$ cat config.mk
export PLATFORM = sky130hd
export DESIGN_NAME = periph_cmd_master
export DESIGN_NICKNAME = d
export VERILOG_FILES = /design/src/rtl/periph_cmd_master.sv
export SDC_FILE = /design/constraint.sdc
export NUM_CORES = 1
export LEC_CHECK = 0
export CAP_MARGIN = 40
export CORE_MARGIN = 8
export CORE_UTILIZATION = 23
export CTS_CLUSTER_DIAMETER = 30
export CTS_CLUSTER_SIZE = 10
export DETAILED_ROUTE_END_ITERATION = 6
export GPL_ROUTABILITY_DRIVEN = 0
export GPL_TIMING_DRIVEN = 0
export HOLD_SLACK_MARGIN = 0.05
export PLACE_DENSITY_LB_ADDON = 0.12
export RECOVER_POWER = 25
export SYNTH_ARGS = -nofsm -noshare
export SYNTH_HDL_FRONTEND = slang
export SYNTH_SLANG_ARGS = --single-unit
$ cat constraint.sdc
create_clock -name clk_i -period 1.9 [get_ports clk_i]
set_input_delay 0.285 -clock clk_i [delete_from_list [all_inputs] [get_ports clk_i]]
set_output_delay 0.285 -clock clk_i [all_outputs]
set_load 0.005 [all_outputs]
$ cat src/rtl/periph_cmd_master.sv
// -----------------------------------------------------------------------------
// periph_cmd_master
//
// Turns single commands (write, read, or read-poll) into transactions on an
// XBAR_PERIPH_BUS style master port and returns one result per command.
//
// One command is in flight at a time. A poll command keeps re-reading the same
// address until (rdata & mask) == (match & mask), the bus reports an error, or
// POLL_MAX attempts have been made. Between poll attempts the bus is left idle
// for POLL_GAP cycles.
//
// Parameters
//   PER_ID_WIDTH  width of the bus transaction ID
//   MST_ID        ID driven on requests; only responses carrying it are taken
//   POLL_MAX      maximum read attempts per poll command (1..65535)
//   POLL_GAP      idle cycles between poll attempts (0..255)
//
// Ports
//   clk_i, rst_ni          clock, asynchronous active-low reset
//   cmd_*                  command channel (valid/ready), latched on handshake
//                          cmd_wen_i: 0 = write, 1 = read
//   rsp_*                  result channel (valid/ready)
//                          rsp_rdata_o is 0 for writes
//                          rsp_err_o: the bus returned r_opc=1
//                          rsp_timeout_o: poll gave up after POLL_MAX reads
//   periph_*               peripheral bus master port; periph_wen_o is
//                          active-low (0 = write), be is always 4'hF and id is
//                          always MST_ID
// -----------------------------------------------------------------------------
module periph_cmd_master #(
   parameter int unsigned PER_ID_WIDTH = 5,
   parameter int unsigned MST_ID       = 0,
   parameter int unsigned POLL_MAX     = 1024,
   parameter int unsigned POLL_GAP     = 4
) (
   input  logic                    clk_i,
   input  logic                    rst_ni,

   input  logic                    cmd_valid_i,
   output logic                    cmd_ready_o,
   input  logic                    cmd_wen_i,
   input  logic [31:0]             cmd_addr_i,
   input  logic [31:0]             cmd_wdata_i,
   input  logic                    cmd_poll_i,
   input  logic [31:0]             cmd_mask_i,
   input  logic [31:0]             cmd_match_i,

   output logic                    rsp_valid_o,
   input  logic                    rsp_ready_i,
   output logic [31:0]             rsp_rdata_o,
   output logic                    rsp_err_o,
   output logic                    rsp_timeout_o,

   output logic                    periph_req_o,
   output logic [31:0]             periph_add_o,
   output logic                    periph_wen_o,
   output logic [31:0]             periph_wdata_o,
   output logic [3:0]              periph_be_o,
   output logic [PER_ID_WIDTH-1:0] periph_id_o,
   input  logic                    periph_gnt_i,
   input  logic                    periph_r_valid_i,
   input  logic [31:0]             periph_r_rdata_i,
   input  logic                    periph_r_opc_i,
   input  logic [PER_ID_WIDTH-1:0] periph_r_id_i
);

   // ------------------------------------------------------------------------
   // Constants
   // ------------------------------------------------------------------------
   localparam logic [2:0] S_IDLE = 3'd0;
   localparam logic [2:0] S_REQ  = 3'd1;
   localparam logic [2:0] S_WAIT = 3'd2;
   localparam logic [2:0] S_GAP  = 3'd3;
   localparam logic [2:0] S_RESP = 3'd4;

   localparam logic [PER_ID_WIDTH-1:0] OWN_ID   = PER_ID_WIDTH'(MST_ID);
   localparam logic [15:0]             MAX_ATT  = 16'(POLL_MAX);
   // The gap counter runs 0 .. POLL_GAP-1 while in GAP.
   localparam logic [7:0]              GAP_LAST = 8'((POLL_GAP > 0) ? POLL_GAP - 1 : 0);

   // ------------------------------------------------------------------------
   // Helper functions
   // ------------------------------------------------------------------------
   // Attempt counter saturates instead of wrapping.
   function automatic logic [15:0] sat_inc16(input logic [15:0] v);
      return (v == 16'hFFFF) ? v : v + 16'd1;
   endfunction

   function automatic logic poll_hit(input logic [31:0] data,
                                     input logic [31:0] mask,
                                     input logic [31:0] match);
      return (data & mask) == (match & mask);
   endfunction

   // ------------------------------------------------------------------------
   // State and latched command
   // ------------------------------------------------------------------------
   logic [2:0]  state_q, state_d;
   logic        rd_q;        // 1 = read; doubles as the active-low bus wen
   logic [31:0] addr_q;
   logic [31:0] wdata_q;
   logic        poll_q;      // already qualified with "is a read"
   logic [31:0] mask_q;
   logic [31:0] match_q;
   logic [15:0] att_q;
   logic [7:0]  gap_q;
   logic        err_q;
   logic        tout_q;
   logic [31:0] rdata_q;

   // ------------------------------------------------------------------------
   // Response evaluation (combinational, used only in WAIT)
   // ------------------------------------------------------------------------
   logic        cmd_hs;
   logic        rsp_hit;
   logic        err_nxt;
   logic [31:0] rsp_data;
   logic        finish_now;
   logic        exhausted;

   assign cmd_hs    = (state_q == S_IDLE) && cmd_valid_i;
   // Responses with a foreign ID belong to another master on the crossbar.
   assign rsp_hit   = (state_q == S_WAIT) && periph_r_valid_i && (periph_r_id_i == OWN_ID);
   assign err_nxt   = err_q | periph_r_opc_i;
   assign rsp_data  = rd_q ? periph_r_rdata_i : 32'h0;
   // An error ends a poll early: re-reading a faulting address is pointless.
   assign finish_now = !rd_q || !poll_q || err_nxt || poll_hit(rsp_data, mask_q, match_q);
   assign exhausted = (att_q == MAX_ATT);

   // ------------------------------------------------------------------------
   // Next-state logic
   // ------------------------------------------------------------------------
   always_comb begin
      state_d = state_q;
      unique case (state_q)
         S_IDLE: begin
            if (cmd_valid_i) state_d = S_REQ;
         end
         S_REQ: begin
            if (periph_gnt_i) state_d = S_WAIT;
         end
         S_WAIT: begin
            if (rsp_hit) begin
               if (finish_now || exhausted) state_d = S_RESP;
               else if (POLL_GAP == 0)      state_d = S_REQ;
               else                         state_d = S_GAP;
            end
         end
         S_GAP: begin
            if (gap_q == GAP_LAST) state_d = S_REQ;
         end
         S_RESP: begin
            if (rsp_ready_i) state_d = S_IDLE;
         end
         default: state_d = S_IDLE;
      endcase
   end

   // ------------------------------------------------------------------------
   // Registers
   // ------------------------------------------------------------------------
   always_ff @(posedge clk_i or negedge rst_ni) begin
      if (!rst_ni) begin
         state_q <= S_IDLE;
         rd_q    <= 1'b1;
         addr_q  <= 32'h0;
         wdata_q <= 32'h0;
         poll_q  <= 1'b0;
         mask_q  <= 32'h0;
         match_q <= 32'h0;
         att_q   <= 16'h0;
         gap_q   <= 8'h0;
         err_q   <= 1'b0;
         tout_q  <= 1'b0;
         rdata_q <= 32'h0;
      end else begin
         state_q <= state_d;

         if (cmd_hs) begin
            rd_q    <= cmd_wen_i;
            addr_q  <= cmd_addr_i;
            wdata_q <= cmd_wdata_i;
            // A poll request on a write is just a write.
            poll_q  <= cmd_poll_i & cmd_wen_i;
            mask_q  <= cmd_mask_i;
            match_q <= cmd_match_i;
            att_q   <= 16'h0;
            gap_q   <= 8'h0;
            err_q   <= 1'b0;
            tout_q  <= 1'b0;
            rdata_q <= 32'h0;
         end

         if ((state_q == S_REQ) && periph_gnt_i) begin
            att_q <= sat_inc16(att_q);
         end

         if (rsp_hit) begin
            rdata_q <= rsp_data;
            err_q   <= err_nxt;
            gap_q   <= 8'h0;
            if (!finish_now && exhausted) tout_q <= 1'b1;
         end

         if (state_q == S_GAP) begin
            gap_q <= gap_q + 8'd1;
         end
      end
   end

   // ------------------------------------------------------------------------
   // Outputs
   // ------------------------------------------------------------------------
   assign cmd_ready_o    = (state_q == S_IDLE);
   assign rsp_valid_o    = (state_q == S_RESP);
   assign rsp_rdata_o    = rdata_q;
   assign rsp_err_o      = err_q;
   assign rsp_timeout_o  = tout_q;

   assign periph_req_o   = (state_q == S_REQ);
   assign periph_add_o   = addr_q;
   assign periph_wen_o   = rd_q;
   assign periph_wdata_o = wdata_q;
   assign periph_be_o    = 4'hF;
   assign periph_id_o    = OWN_ID;

endmodule

==> impl_summary.md <==
GRT
The number of global-route vias before repair is 7716. The first global-routing pass estimated approximately 48 mm of wire. The pin count of the biggest net entering global routing is 101. Global routing used 15.01% of the available tracks across all layers. The total grt overflow is 0. The number of antenna violations at the first check in global routing is 7.

Floorplan
During I/O placement, the number of pins put on the boundary was 285. From left edge to right edge, the die measures 206.2 µm. The floorplan step defined a core boundary enclosing 35570 µm².

The floorplan die height is ~210 µm. The number of cell rows is 69. The initial cell density of the core is 23.40%. The die covers 42530 µm².

Cells and area
The number of nets in the finished design is between 1000 and 1500. From synthesis to final layout, the design area changed by 55.09%. Leaving out fill and tap cells, the most frequent cell in the layout is nand2_1. The fraction of final layout cells with drive strength greater than 1 is 12.05%.

In the layout the commonest cells are 427 x nand2_1, 270 x clkdlybuf4s50_1, 189 x dfrtp_1, 53 x o21ai_0, 39 x nand3_1. The final cell count without fillers is 1734. The final design instance area without fill is 12910 µm².

Clock network
The total number of H-tree levels is 4. The clock reaches the later pin of the worst-skew pair after 0.46 ns. The number of CTS-inserted buffers is 17. The longest clock path from root to sink contains 2 buffers. After clock tree synthesis, the clock-pin slew on the worst setup and hold paths is 0.08 ns.

The number of sinks handled by clock tree synthesis is 191. The buffer type at the clock tree root is clkbuf_16. The TritonCTS clock tree is yes.

Logic synthesis
The share of the Yosys chip area taken by registers is 57.43%. After synthesis, the cell types taking the most area are dfrtp_1 57%, nand2_1 20%, xnor2_1 3.6%. The Yosys step of the flow raised 0 warnings. Summing every instance area after synthesis gives 8324 µm². The mean instance size in the synthesized netlist is between 8 and 9 µm². The area share of the largest cell type after synthesis is 57.12%. dfrtp_1 takes more of the synthesized area than any other cell. The post-synthesis register bit count is 191. The count of cell types in the netlist is 45. The synthesized instance count is 943.

Setup path
The arrival time of data at the critical path endpoint is 2.48 ns. The nature of the critical path endpoint is a flop. The source of the worst register-to-register timing path is periph_wen_o$_DFFE_PN1P_. The number of cells on the worst reg-to-reg path is 10. The critical path startpoint category is a flop. The critical path in this run is classified as reg2reg. The critical path starts at periph_wen_o$_DFFE_PN1P_. The worst register-to-register path ends at rsp_timeout_o$_DFF_PN0_.

The worst register-to-register path has a setup slack of -0.25 ns. The required time at the endpoint of the critical path is between 2 and 2.5 ns. The maximum fanout encountered on the critical timing path is 6.

Status
The checks that failed: negative setup slack. The run finished, with violations left.

Drt
The mean routed wirelength per cell is 18.45 µm. The routed length on met1 is 13.51 mm. The top layer reached by signal wires is met5.

The via density per instance is approximately 4.3. After detailed routing, the total wire length is 32.00 mm. The remaining design rule violation count is 0. The iteration count of the initial detailed-routing pass is 5. The number of vias in the routed layout is 7399. The total met2 wirelength after detailed routing is 15.21 mm. After the first detailed-routing iteration, the DRC count stood at 451.

The number of nets still failing antenna checks after routing is 0. The met3 wirelength from detailed routing is 2.755 mm.

Min path
The startpoint identified for the worst hold timing path is cmd_mask_i[6]. The path class of the tightest hold or removal check is in2reg. The hold path endpoint is mask_q[6]$_DFFE_PN0P_. The number of cells traversed by the worst hold path is 3.

Timing
Setup slack on the critical path of the routed design comes to -0.2523 ns. Clock skew on the completed layout was measured at 0.01693 ns. The normalized max-slew margin is 6.762%. The final setup violation count is 4. In the finished design, the share of the clock period the worst path needs comes to 113.3%. The total count of hold-check failures in the final report is 0. Setup repair after global routing could not meet its margin everywhere.

For the pin with the worst max-slew slack, the measured transition is 1.399 ns. Timing would allow up to roughly 0.46 GHz. For the finished layout, the period the worst path requires is 2.152 ns.

The max-slew violation count came to 0.

Placement
The total placed instance area is 11710 µm². Detailed placement finished with a half-perimeter wire length of 23.65 mm. The placed instance count is approximately 1700. Buffers placed on the I/O ports in this run total 275.

Power
VDD sags by at most between 0.6 and 0.7 mV. In this run the power density over the cells is 1322 nW/µm². In this run the static leakage power is 6.021 nW.

Job
The number of max-cap violations is 0.
==> critical path, stage by stage (launching register included) <==
cell and delay, ns:
dfstp_2 0.56, buf_12 0.13, buf_12 0.12, buf_12 0.11, nand2_8 0.05, xnor2_4 0.14, a22oi_2 0.18, nand4_1 0.17
nor4_4 0.31, buf_6 0.18, o41ai_4 0.07
==> worst max path at each step <==
stage | end | slack [ns] | cells after the start
floorplan | rsp_timeout_o$_DFF_PN0_ | 0.03 | 8
global placement | rsp_rdata_o[17]$_DFFE_PN0P_ | -8.55 | 1
detailed placement | rsp_timeout_o$_DFF_PN0_ | -0.95 | 8
CTS | rsp_timeout_o$_DFF_PN0_ | -0.31 | 9
global route | state_q[0]$_DFFE_PN0P_ | -0.38 | 10
finish | rsp_timeout_o$_DFF_PN0_ | -0.25 | 10
==> layout make-up <==
cell class,count,area (µm²)
Fill cell,3723,22660
Sequential cell,191,4782
Multi-Input combinational cell,696,3558
Timing Repair Buffer,288,2909
Tap cell,461,576.8
Buffer,57,464.2
Clock buffer,18,439.2
Clock inverter,14,147.6
Inverter,6,25.02
Antenna cell,3,7.507
==> routing by layer <==
layer	global-route usage [%]	vias to the layer above
li1	-	3657
met1	18.86	3495
met2	23.68	202
met3	5.408	35
met4	4.943	10
met5	0	-
==> kinds of logic (layout without fill, tap and decap cells) <==
| group | Yosys count | after routing | share of synthesized area (%) |
|---|---|---|---|
| AOI/OAI and AO/OA | 88 | 88 | 6.238 |
| and+or+nand+nor | 556 | 556 | 27.81 |
| DFF | 191 | 191 | 57.43 |
| other | 2 | 12 | 0.09022 |
| adders and majority gates | 3 | 3 | 0.4510 |
| xor gates and xnor gates | 40 | 40 | 4.209 |
| buffers and inverters | 63 | 383 | 3.773 |
==> report_power, final <==
| group | switching, mW | internal, mW |
|---|---|---|
| Combinational | 3.42 | 3.52 |
| Sequential | 0.939 | 5.49 |
| Clock | 1.81 | 1.89 |
==> stage by stage <==
stage,worst slack (ns),utilization [%],power (mW),setup TNS (ns),hold WS (ns)
floorplan,0.02828,-,9.265,0,-0.01059
global placement,-8.547,32.84,12.59,-1731.69,0.4562
detailed placement,-0.9472,32.93,12.61,-110.86,0.3615
CTS,-0.3129,35.84,17.19,-1.236,0.3217
global route,-0.3847,36.28,18.37,-22.65,0.3274
finish,-0.2523,36.30,17.07,-0.9925,0.3479
==> sequential cells by signal (all words and copies together), names as in the netlist <==
signal / count
rsp_err_o: 1
mask_q: 32
periph_wen_o: 1
poll_q: 1
att_q: 16
rsp_timeout_o: 1
periph_wdata_o: 32
gap_q: 8
rsp_rdata_o: 32
state_q: 3
periph_add_o: 32
match_q: 32
==> Yosys cell counts (all sizes together) <==
library cell,count
nand4bb,1
and4,1
dfstp,1
clkbuf,26
buf,31
and3,8
nand2,443
dfrtp,190
o21a,2
a22o,1
o21ai,54
inv,6
nand4,15
conb,2
nand3b,1
o31ai,5
or4,1
o22ai,1
nor3,9
xnor2,34
nor2,20
nor4,6
nand3,39
nor2b,2
and2,2
a21o,1
nor3b,1
o41ai,2
a21oi,3
ha,3
a31oi,1
xor2,6
nand2b,4
a22oi,16
o211ai,2
or3,2
or2,1
==> repair_timing <==
| item | 4_1_cts | 5_1_grt |
|---|---|---|
| hold endpoints to repair | 91 | 0 |
| endpoints found under the setup margin | 192 | 107 |
| pin swaps | 15 | 16 |
| gates resized for setup | 98 | 53 |
| buffers inserted | 8 | 3 |
| hold buffers | 1 | 0 |
| cloned | 1 | 0 |
Note: power is estimated with default switching activity, not from simulation.
